[config.mk]
export PLATFORM = sky130hd
export DESIGN_NAME = norm_pass_sequencer
export DESIGN_NICKNAME = d
export VERILOG_FILES = /design/src/rtl/norm_pass_sequencer_pkg.sv /design/src/rtl/norm_pass_sequencer_addr_gen.sv /design/src/rtl/norm_pass_sequencer.sv
export SDC_FILE = /design/constraint.sdc
export NUM_CORES = 1
export LEC_CHECK = 0
export ABC_CLOCK_PERIOD_IN_PS = 4200
export BUFFER_PORTS_ARGS = -buffer_cell sky130_fd_sc_hd__buf_2
export CAP_MARGIN = 0
export CORE_MARGIN = 2
export CORE_UTILIZATION = 58
export CTS_CLUSTER_SIZE = 20
export DETAILED_ROUTE_END_ITERATION = 10
export PLACE_DENSITY = 0.86
export SLEW_MARGIN = 20
export SYNTH_ARGS = -nofsm -noshare
export SYNTH_HDL_FRONTEND = slang
export SYNTH_HIERARCHICAL = 1
export SYNTH_SLANG_ARGS = --single-unit
[constraint.sdc]
create_clock -name clk -period 4.2 [get_ports clk]
set_input_delay 0.84 -clock clk [delete_from_list [all_inputs] [get_ports clk]]
set_output_delay 0.84 -clock clk [all_outputs]
set_load 0.02 [all_outputs]
[src/rtl/norm_pass_sequencer_pkg.sv]
// Shared definitions for the L2-normalize job sequencer: state codes,
// default widths and the DataMover command record.
package norm_pass_sequencer_pkg;

  localparam int DEF_ADDR_W = 32;
  localparam int DEF_BTT_W  = 23;
  localparam int DEF_CNT_W  = 16;

  typedef logic [2:0] state_t;

  localparam logic [2:0] S_IDLE     = 3'd0;
  localparam logic [2:0] S_RD1_CMD  = 3'd1;
  localparam logic [2:0] S_RD1_WAIT = 3'd2;
  localparam logic [2:0] S_WR_CMD   = 3'd3;
  localparam logic [2:0] S_RD2_CMD  = 3'd4;
  localparam logic [2:0] S_RD2_WAIT = 3'd5;
  localparam logic [2:0] S_WR_WAIT  = 3'd6;
  localparam logic [2:0] S_ERR      = 3'd7;

  // DataMover command: start address plus bytes-to-transfer
  typedef struct packed {
    logic [DEF_ADDR_W-1:0] addr;
    logic [DEF_BTT_W-1:0]  btt;
  } dm_cmd_t;

endpackage

[src/rtl/norm_pass_sequencer_addr_gen.sv]
// Current source/destination vector pointers. Loaded at job start,
// stepped by the shared stride after each successfully written vector.
module norm_addr_gen #(
  parameter int ADDR_W = 32
) (
  input  logic              clk,
  input  logic              rst,
  input  logic              load,
  input  logic              advance,
  input  logic [ADDR_W-1:0] src,
  input  logic [ADDR_W-1:0] dst,
  input  logic [ADDR_W-1:0] stride,
  output logic [ADDR_W-1:0] cur_src,
  output logic [ADDR_W-1:0] cur_dst
);

  logic [ADDR_W-1:0] stride_q;

  // Pointer registers; wrap past 2^ADDR_W is intentional and silent
  always_ff @(posedge clk) begin
    if (rst) begin
      cur_src  <= '0;
      cur_dst  <= '0;
      stride_q <= '0;
    end else if (load) begin
      cur_src  <= src;
      cur_dst  <= dst;
      stride_q <= stride;
    end else if (advance) begin
      cur_src  <= cur_src + stride_q;
      cur_dst  <= cur_dst + stride_q;
    end
  end

endmodule

[src/rtl/norm_pass_sequencer.sv]
// Job controller for the L2-normalize datapath: each vector is read twice
// (sum of squares, then scale) and written back once. The write command is
// armed between the two reads so S2MM is ready before pass-2 data appears.
module norm_pass_sequencer
  import norm_pass_sequencer_pkg::*;
#(
  parameter int ADDR_W = DEF_ADDR_W,
  parameter int BTT_W  = DEF_BTT_W,
  parameter int CNT_W  = DEF_CNT_W
) (
  input  logic              clk,
  input  logic              rst,
  input  logic              start,
  input  logic [ADDR_W-1:0] src_addr,
  input  logic [ADDR_W-1:0] dst_addr,
  input  logic [ADDR_W-1:0] stride,
  input  logic [BTT_W-1:0]  vec_bytes,
  input  logic [CNT_W-1:0]  num_vec,
  output logic              busy,
  output logic              done,
  output logic              error,
  output logic [CNT_W-1:0]  vec_cnt,
  output logic              mm2s_cmd_valid,
  input  logic              mm2s_cmd_ready,
  output logic [ADDR_W-1:0] mm2s_cmd_addr,
  output logic [BTT_W-1:0]  mm2s_cmd_btt,
  output logic              s2mm_cmd_valid,
  input  logic              s2mm_cmd_ready,
  output logic [ADDR_W-1:0] s2mm_cmd_addr,
  output logic [BTT_W-1:0]  s2mm_cmd_btt,
  input  logic              in_beat_last,
  input  logic              s2mm_sts_valid,
  input  logic              s2mm_sts_okay,
  output logic              s2mm_sts_ready
);

  state_t           state;
  logic [BTT_W-1:0] btt_q;
  logic [CNT_W-1:0] num_q;
  logic [CNT_W-1:0] cnt_nxt;
  logic             load, advance, mm2s_hs, s2mm_hs;

  assign load    = (state == S_IDLE) && start;
  assign advance = (state == S_WR_WAIT) && s2mm_sts_valid && s2mm_sts_okay;
  assign mm2s_hs = mm2s_cmd_valid && mm2s_cmd_ready;
  assign s2mm_hs = s2mm_cmd_valid && s2mm_cmd_ready;
  assign cnt_nxt = vec_cnt + 1'b1;

  assign mm2s_cmd_btt = btt_q;
  assign s2mm_cmd_btt = btt_q;

  // Address registers drive the command address outputs directly, so both
  // reads of a vector use the same source address
  norm_addr_gen #(.ADDR_W(ADDR_W)) u_addr (
    .clk     (clk),
    .rst     (rst),
    .load    (load),
    .advance (advance),
    .src     (src_addr),
    .dst     (dst_addr),
    .stride  (stride),
    .cur_src (mm2s_cmd_addr),
    .cur_dst (s2mm_cmd_addr)
  );

  // Job FSM; every output is a register updated here
  always_ff @(posedge clk) begin
    if (rst) begin
      state          <= S_IDLE;
      busy           <= 1'b0;
      done           <= 1'b0;
      error          <= 1'b0;
      vec_cnt        <= '0;
      mm2s_cmd_valid <= 1'b0;
      s2mm_cmd_valid <= 1'b0;
      s2mm_sts_ready <= 1'b0;
      btt_q          <= '0;
      num_q          <= '0;
    end else begin
      done <= 1'b0;
      case (state)
        S_IDLE: if (start) begin
          btt_q   <= vec_bytes;
          num_q   <= num_vec;
          error   <= 1'b0;
          vec_cnt <= '0;
          if (num_vec == '0) begin
            done <= 1'b1;
          end else if (vec_bytes == '0 || vec_bytes[2:0] != 3'd0) begin
            busy  <= 1'b1;
            state <= S_ERR;
          end else begin
            busy           <= 1'b1;
            mm2s_cmd_valid <= 1'b1;
            state          <= S_RD1_CMD;
          end
        end
        S_RD1_CMD: if (mm2s_hs) begin
          mm2s_cmd_valid <= 1'b0;
          state          <= S_RD1_WAIT;
        end
        S_RD1_WAIT: if (in_beat_last) begin
          s2mm_cmd_valid <= 1'b1;
          state          <= S_WR_CMD;
        end
        S_WR_CMD: if (s2mm_hs) begin
          s2mm_cmd_valid <= 1'b0;
          mm2s_cmd_valid <= 1'b1;
          state          <= S_RD2_CMD;
        end
        S_RD2_CMD: if (mm2s_hs) begin
          mm2s_cmd_valid <= 1'b0;
          state          <= S_RD2_WAIT;
        end
        S_RD2_WAIT: if (in_beat_last) begin
          s2mm_sts_ready <= 1'b1;
          state          <= S_WR_WAIT;
        end
        S_WR_WAIT: if (s2mm_sts_valid) begin
          s2mm_sts_ready <= 1'b0;
          if (!s2mm_sts_okay) begin
            state <= S_ERR;
          end else begin
            vec_cnt <= cnt_nxt;
            if (cnt_nxt == num_q) begin
              done  <= 1'b1;
              busy  <= 1'b0;
              state <= S_IDLE;
            end else begin
              mm2s_cmd_valid <= 1'b1;
              state          <= S_RD1_CMD;
            end
          end
        end
        default: begin
          error <= 1'b1;
          busy  <= 1'b0;
          state <= S_IDLE;
        end
      endcase
    end
  end

endmodule

[Word-level counts from Yosys, hierarchy flattened]
Cells that the tools add are included.
Word-level totals
  register bits: 160
  input port bits: 143
  logic and storage cells: 112
Operators by class
  reductions and logical operators: 26
  equal/unequal tests: 20
  bitwise operators: 2
  add/subtract/negate cells: 3
  multiplexer cells: 48
Operators by type and width (count)
  2-to-1 mux 32 bit: 4
  adder 32 bit: 2
  2-to-1 mux 16 bit: 3
  case mux 16 bit (2 select lines): 1
  2-to-1 mux 3 bit: 10
  logical NOT 23 bit: 1
  2-to-1 mux 1 bit: 23
  != test 2 bit, second input constant: 11
  case mux 3 bit (7 select lines): 1
  adder 16 x 1 -> 16 bit, second input constant: 1
  equality test 16 bit: 1
  logical NOT 16 bit: 1
  equality test 3 bit, second input constant: 3
  AND reduction 9 bit: 1
  case mux 1 bit (2 select lines): 4
  AND reduction 8 bit: 1
  nonzero test 2 bit: 4
  equality test 3 x 2 -> 1 bit, second input constant: 2
  AND reduction 3 bit: 2
  AND reduction 6 bit: 1
  OR reduction 6 bit: 1
  logical AND 1 bit: 5
  OR reduction 5 bit: 1
  != test 2 x 1 -> 1 bit, second input constant: 2
  11 further kinds: 13

[Depth between registers and ports, before layout]
  depth in word-level cells: 6
  depth in mapped cells: 13
  gate-level depth less buffers: 11

[Cells and area by module]
Netlist, hierarchy kept.
Modules (own cells, without submodules)
  norm_addr_gen: times used 1, seq. area each 1921.8 sq um, cells an instance 893, area each 7033.0 sq um
  norm_pass_sequencer: times used 1, seq. area each 1281.2 sq um, cells an instance 468, area each 3527.1 sq um

[Least setup slack after synthesis]
No wires, ideal clock.
  kind: input-to-reg
  start: in start
  end: reg u_addr.stride_q[2]
  setup slack: 1.170 ns
  cell stages on the path: 10
  data arrival time: 2.903 ns
  required time: 4.072 ns
  cell sequence: nand2_1 > or2_2 > clkbuf_1 > inv_1 > clkbuf_1 > clkbuf_1 > clkbuf_1 > buf_1 > mux2i_1 > nor2_1
Between the ends
  cells in the longest elaborated chain, start to end: 1
Ends and longest elaborated chain
  start, declared: RTL line norm_pass_sequencer.sv:13  | input logic start,
  logical AND 1 bit: RTL line norm_pass_sequencer.sv:43  | assign load = (state == S_IDLE) && start;
  via load: RTL line norm_pass_sequencer.sv:41  | logic load, advance, mm2s_hs, s2mm_hs;
  end signal, assigned: RTL line norm_pass_sequencer_addr_gen.sv:28  | stride_q <= stride;
  end, declared: RTL line norm_pass_sequencer_addr_gen.sv:17  | logic [ADDR_W-1:0] stride_q;
The timed path passes the listed nets, and every way through them passes these cells.
A chain may end at the register's enable or synchronous reset.

[Worst setup path in the final report]
  start: reg u_addr.cur_src[0]
  end: reg u_addr.cur_src[28]
Between the ends
  cells in the longest elaborated chain, start to end: 3
Ends and longest elaborated chain
  start, declared: RTL line norm_pass_sequencer_addr_gen.sv:13  | output logic [ADDR_W-1:0] cur_src,
  start signal, assigned: RTL line norm_pass_sequencer_addr_gen.sv:26  | cur_src <= src;
  start signal, assigned: RTL line norm_pass_sequencer_addr_gen.sv:30  | cur_src <= cur_src + stride_q;
  adder 32 bit: RTL line norm_pass_sequencer_addr_gen.sv:30
  2-to-1 mux 32 bit: RTL line norm_pass_sequencer_addr_gen.sv:29  | end else if (advance) begin
  2-to-1 mux 32 bit: RTL line norm_pass_sequencer_addr_gen.sv:25  | end else if (load) begin
No other way between the ends. The select of a mux whose other input is x is not followed.

==> flow_summary.ini <==
[setup_path]
required_ns = 4.49
timing.critical_path.slowest_cell_delay_ns = 0.48
timing_worst_setup_path_type = register to register
critical_path.slowest_cell = sky130_fd_sc_hd__o211ai_1
crit_fanout = 4
critPathLaunchType = register
path_cells = ha_1 -> fa_1 -> a21oi_1 -> nor2_1 -> o31ai_1 -> a21oi_1 -> o211ai_1 -> o21bai_1 -> o31ai_1 -> xor2_1 -> o221ai_1
cp_data_arrival_time_ns = 3.63
timing.critical_path.max_delay_family = compound AO/OA/AOI/OAI gates
crit-reg2reg-launch = u_addr/cur_src[0]
worst_setup_path_end_kind = register
worstRegToRegCells = 11
timing.reg2reg.setup_slack_ns = 0.86
path_buf_inv = 0
rr_endpoint = u_addr/cur_src[28]

[placement]
place.port_buffers = 274
place_inst = 1775
place.gp.congestion = 0.9177
pre_cts_slack_ns = 1.020
place_hpwl_um = 21990

[die]
design.die.area_mm2 = 0.01930
floorplan.die.height_um = 138.9
boundaryPins = 275
die_x_um = 138.9
initial_core_util = 0.5899
placementRows = 49
core_area_mm2 = 0.01790

[synth]
ys_seq_elements = 160
netlist-cell-type-count = 80
synth_sequential_area_ratio = 0.3033
share_of_synthesized_cell_area_in_full_adder_half_adder_and_majority_cells = 0.07844
synthesis.nets = 1569
synth_mux_area_frac = 0.04976
simple_gate_area_share_of_the_yosys_netlist = 0.2132
syn-mean-instance-area_um2 = 7.759
ys.warnings.count = 6
synth_area_mm2 = 0.01056
synth_compound_area_frac = 0.2390
combinational_family_with_the_most_area_after_synthesis = compound AO/OA/AOI/OAI gates
post_synth_inst_count = 1361
number_of_enable_type_register_cells_in_the_synthesized_netlist = 0
synth_xor_area_frac = 0.06102
async_reset_ff_frac = 0
postSynth.topFlopCell = sky130_fd_sc_hd__dfxtp_1

[detailed_routing]
routed_wire_length_per_instance_um = 17.12
drt_drc_violations_left = 0
drtIter0Drc = 756
avgViaCountPerCell = 6.066
firstDrtPassIters = 6
ant_nets = 0
sum_of_routed_wire_length_over_all_layers_um = 30950
vias = 10970

[timing]
number_of_endpoints_failing_setup_at_the_final_stage = 0
tightest_slew_ns = 1.020
maxSlewViolCount = 0
grt_setup_unrepaired = no
setup_tns_ns = 0
finalHoldViolations = 0
finalWorstPathRequiredPeriod_ns = 3.338
maxClockFrequency_ghz = 0.2995
post-route-period-util = 0.7949
finalClockSkew_ns = 0.009386
timing.max_slew.rel_slack = 0.3200
postLayoutSetupSlackWorst_ns = 0.8615

[clocking]
cts.htree.levels = 4
clk_buf_depth = 2
cts_tree = built
cts-buffers-inserted = 17
cts_num_sinks = 160
postCtsSetupBuffers = 0
worst_skew_pair.late_latency_ns = 0.43
cts_repair_resize_count = 0
cts.hold.buffers_added = 0
clock-root-buffer = sky130_fd_sc_hd__clkbuf_16
cts.clk_slew.worst_paths_ns = 0.07

[worst_hold_path]
hold_path_depth = 2
hold_start = mm2s_cmd_btt[22]
holdPathEnd = mm2s_cmd_btt[22]
worstHoldPathType = register to register

[grt]
grt_antenna_before_repair = 0
via_count_of_the_first_global_routing_pass = 10250
wire_length_of_the_first_global_routing_pass_um = 49460
grt_util_all_layers = 0.3076
grt_start_max_net_pins = 163
grt_overflow = 0

[power]
power.static_leakage_nw = 5.679
switchingPower_w = 0.002795
ir_drop_uv = 498.5
power.density_mw_per_mm2 = 530.8
power_frac_clock = 0.231
power_switching_share = 0.4242
p_int_w = 0.003794
power.combinational.fraction = 0.440
relative_contribution_of_sequential_cells_to_total_power = 0.329

[layout]
layout.cells.most_common = sky130_fd_sc_hd__buf_2
post_route_cells_drive_above_1_share = 0.2161
final_net_count = 1773
layout.cells.most_common_list = sky130_fd_sc_hd__buf_2 (273), sky130_fd_sc_hd__a21oi_1 (180), sky130_fd_sc_hd__nand2_1 (178), sky130_fd_sc_hd__dfxtp_1 (160), sky130_fd_sc_hd__nor2_1 (157)
layout.cells.non_filler = 1808
flow.area_growth_from_synthesis_pct = 17.55

[status]
result_of_the_run = finished clean

[flow_run]
cap_viol_max_count = 0
-- registers in the layout, summed over array words and instances (netlist names) --
signal and flops:
num_q 16, error 1, state 3, busy 1, u_addr/stride_q 32, u_addr/cur_src 32
mm2s_cmd_valid 1, mm2s_cmd_btt 23, u_addr/cur_dst 32, s2mm_sts_ready 1, done 1, s2mm_cmd_valid 1
vec_cnt 16
-- logic make-up (layout without fill, tap and decap cells) --
group | count (synthesis) | after routing
flops | 160 | 160
mux | 52 | 52
xor+xnor | 72 | 72
fa+ha+maj | 65 | 65
other cells | 0 | 1
simple gates | 487 | 487
buf+inv | 126 | 343
compound gates | 399 | 399
-- synth_stat cells, drive strengths merged, types with 10 or more instances --
cell | n | area, µm²
buf | 46 | 284.0
xor2 | 23 | 201.4
a21o | 32 | 241.5
nand2 | 178 | 668.1
inv | 27 | 101.3
and3 | 14 | 93.84
dfxtp | 160 | 3203
nor2 | 157 | 589.3
nand4 | 15 | 93.84
a21oi | 183 | 942.2
xnor2 | 48 | 420.4
a221oi | 11 | 96.34
clkbuf | 52 | 195.2
ha | 63 | 788.3
o21ai | 54 | 270.3
mux2i | 48 | 480.5
o21bai | 10 | 75.07
nor3 | 26 | 135.1
a211oi | 37 | 277.8
nor4 | 16 | 121.4
a311oi | 12 | 105.1
nand3 | 28 | 152.7
-- final cells by class --
class	count	area, µm²
clock buffer	19	442.9
timing repair buffer	283	1466
clock inverter	13	128.9
inverter	28	110.1
multi-input combinational	1075	6773
tap	229	286.5
fill	1476	5489
sequential	160	3203
antenna	1	2.502
-- power by group through the flow --
| stage | Clock, W | Sequential [W] | Combinational [W] |
|---|---|---|---|
| after global routing | 0.00160 | 0.00220 | 0.00317 |
| after floorplan | 0 | 0.00233 | 0.00196 |
| final | 0.00152 | 0.00217 | 0.00290 |
| after detailed placement | 0 | 0.00218 | 0.00284 |
| after global placement | 0 | 0.00217 | 0.00278 |
| after CTS | 0.00154 | 0.00215 | 0.00287 |
-- worst max path at each step --
stage                            from                  to  cells past startpoint
global placement    u_addr/cur_src[0]  u_addr/cur_src[28]                     11
floorplan                       start  u_addr/stride_q[2]                     10
finish              u_addr/cur_src[0]  u_addr/cur_src[28]                     11
global route        u_addr/cur_src[0]  u_addr/cur_src[28]                     11
detailed placement  u_addr/cur_src[0]  u_addr/cur_src[28]                     11
CTS                 u_addr/cur_src[0]  u_addr/cur_src[28]                     11
-- through the flow --
step	util	cell area, µm²	total power (W)	hold slack (ns)
after detailed placement	0.6613	11840	0.005017	0.4519
after global routing	0.6932	12410	0.006975	0.4843
final	0.6934	12410	0.006589	0.4650
after global placement	0.6613	11840	0.004946	0.4486
after floorplan	-	10560	0.004283	0.4368
after CTS	0.6932	12410	0.006559	0.4644
-- metal layers --
layer | wire length, µm | GRT usage | up-vias
met4 | 729 | 0.1106 | 0
met5 | 0 | 0 | -
met2 | 14450 | 0.5131 | 572
met3 | 2831 | 0.06285 | 66
met1 | 12950 | 0.3960 | 5041
li1 | - | - | 5288
-- tightest hold or removal path, stage by stage (launching register included) --
cell                      delay (ns)
sky130_fd_sc_hd__dfxtp_1        0.31
sky130_fd_sc_hd__nand2_1        0.05
sky130_fd_sc_hd__a21oi_1        0.05
Note: power is estimated with default switching activity, not from simulation.
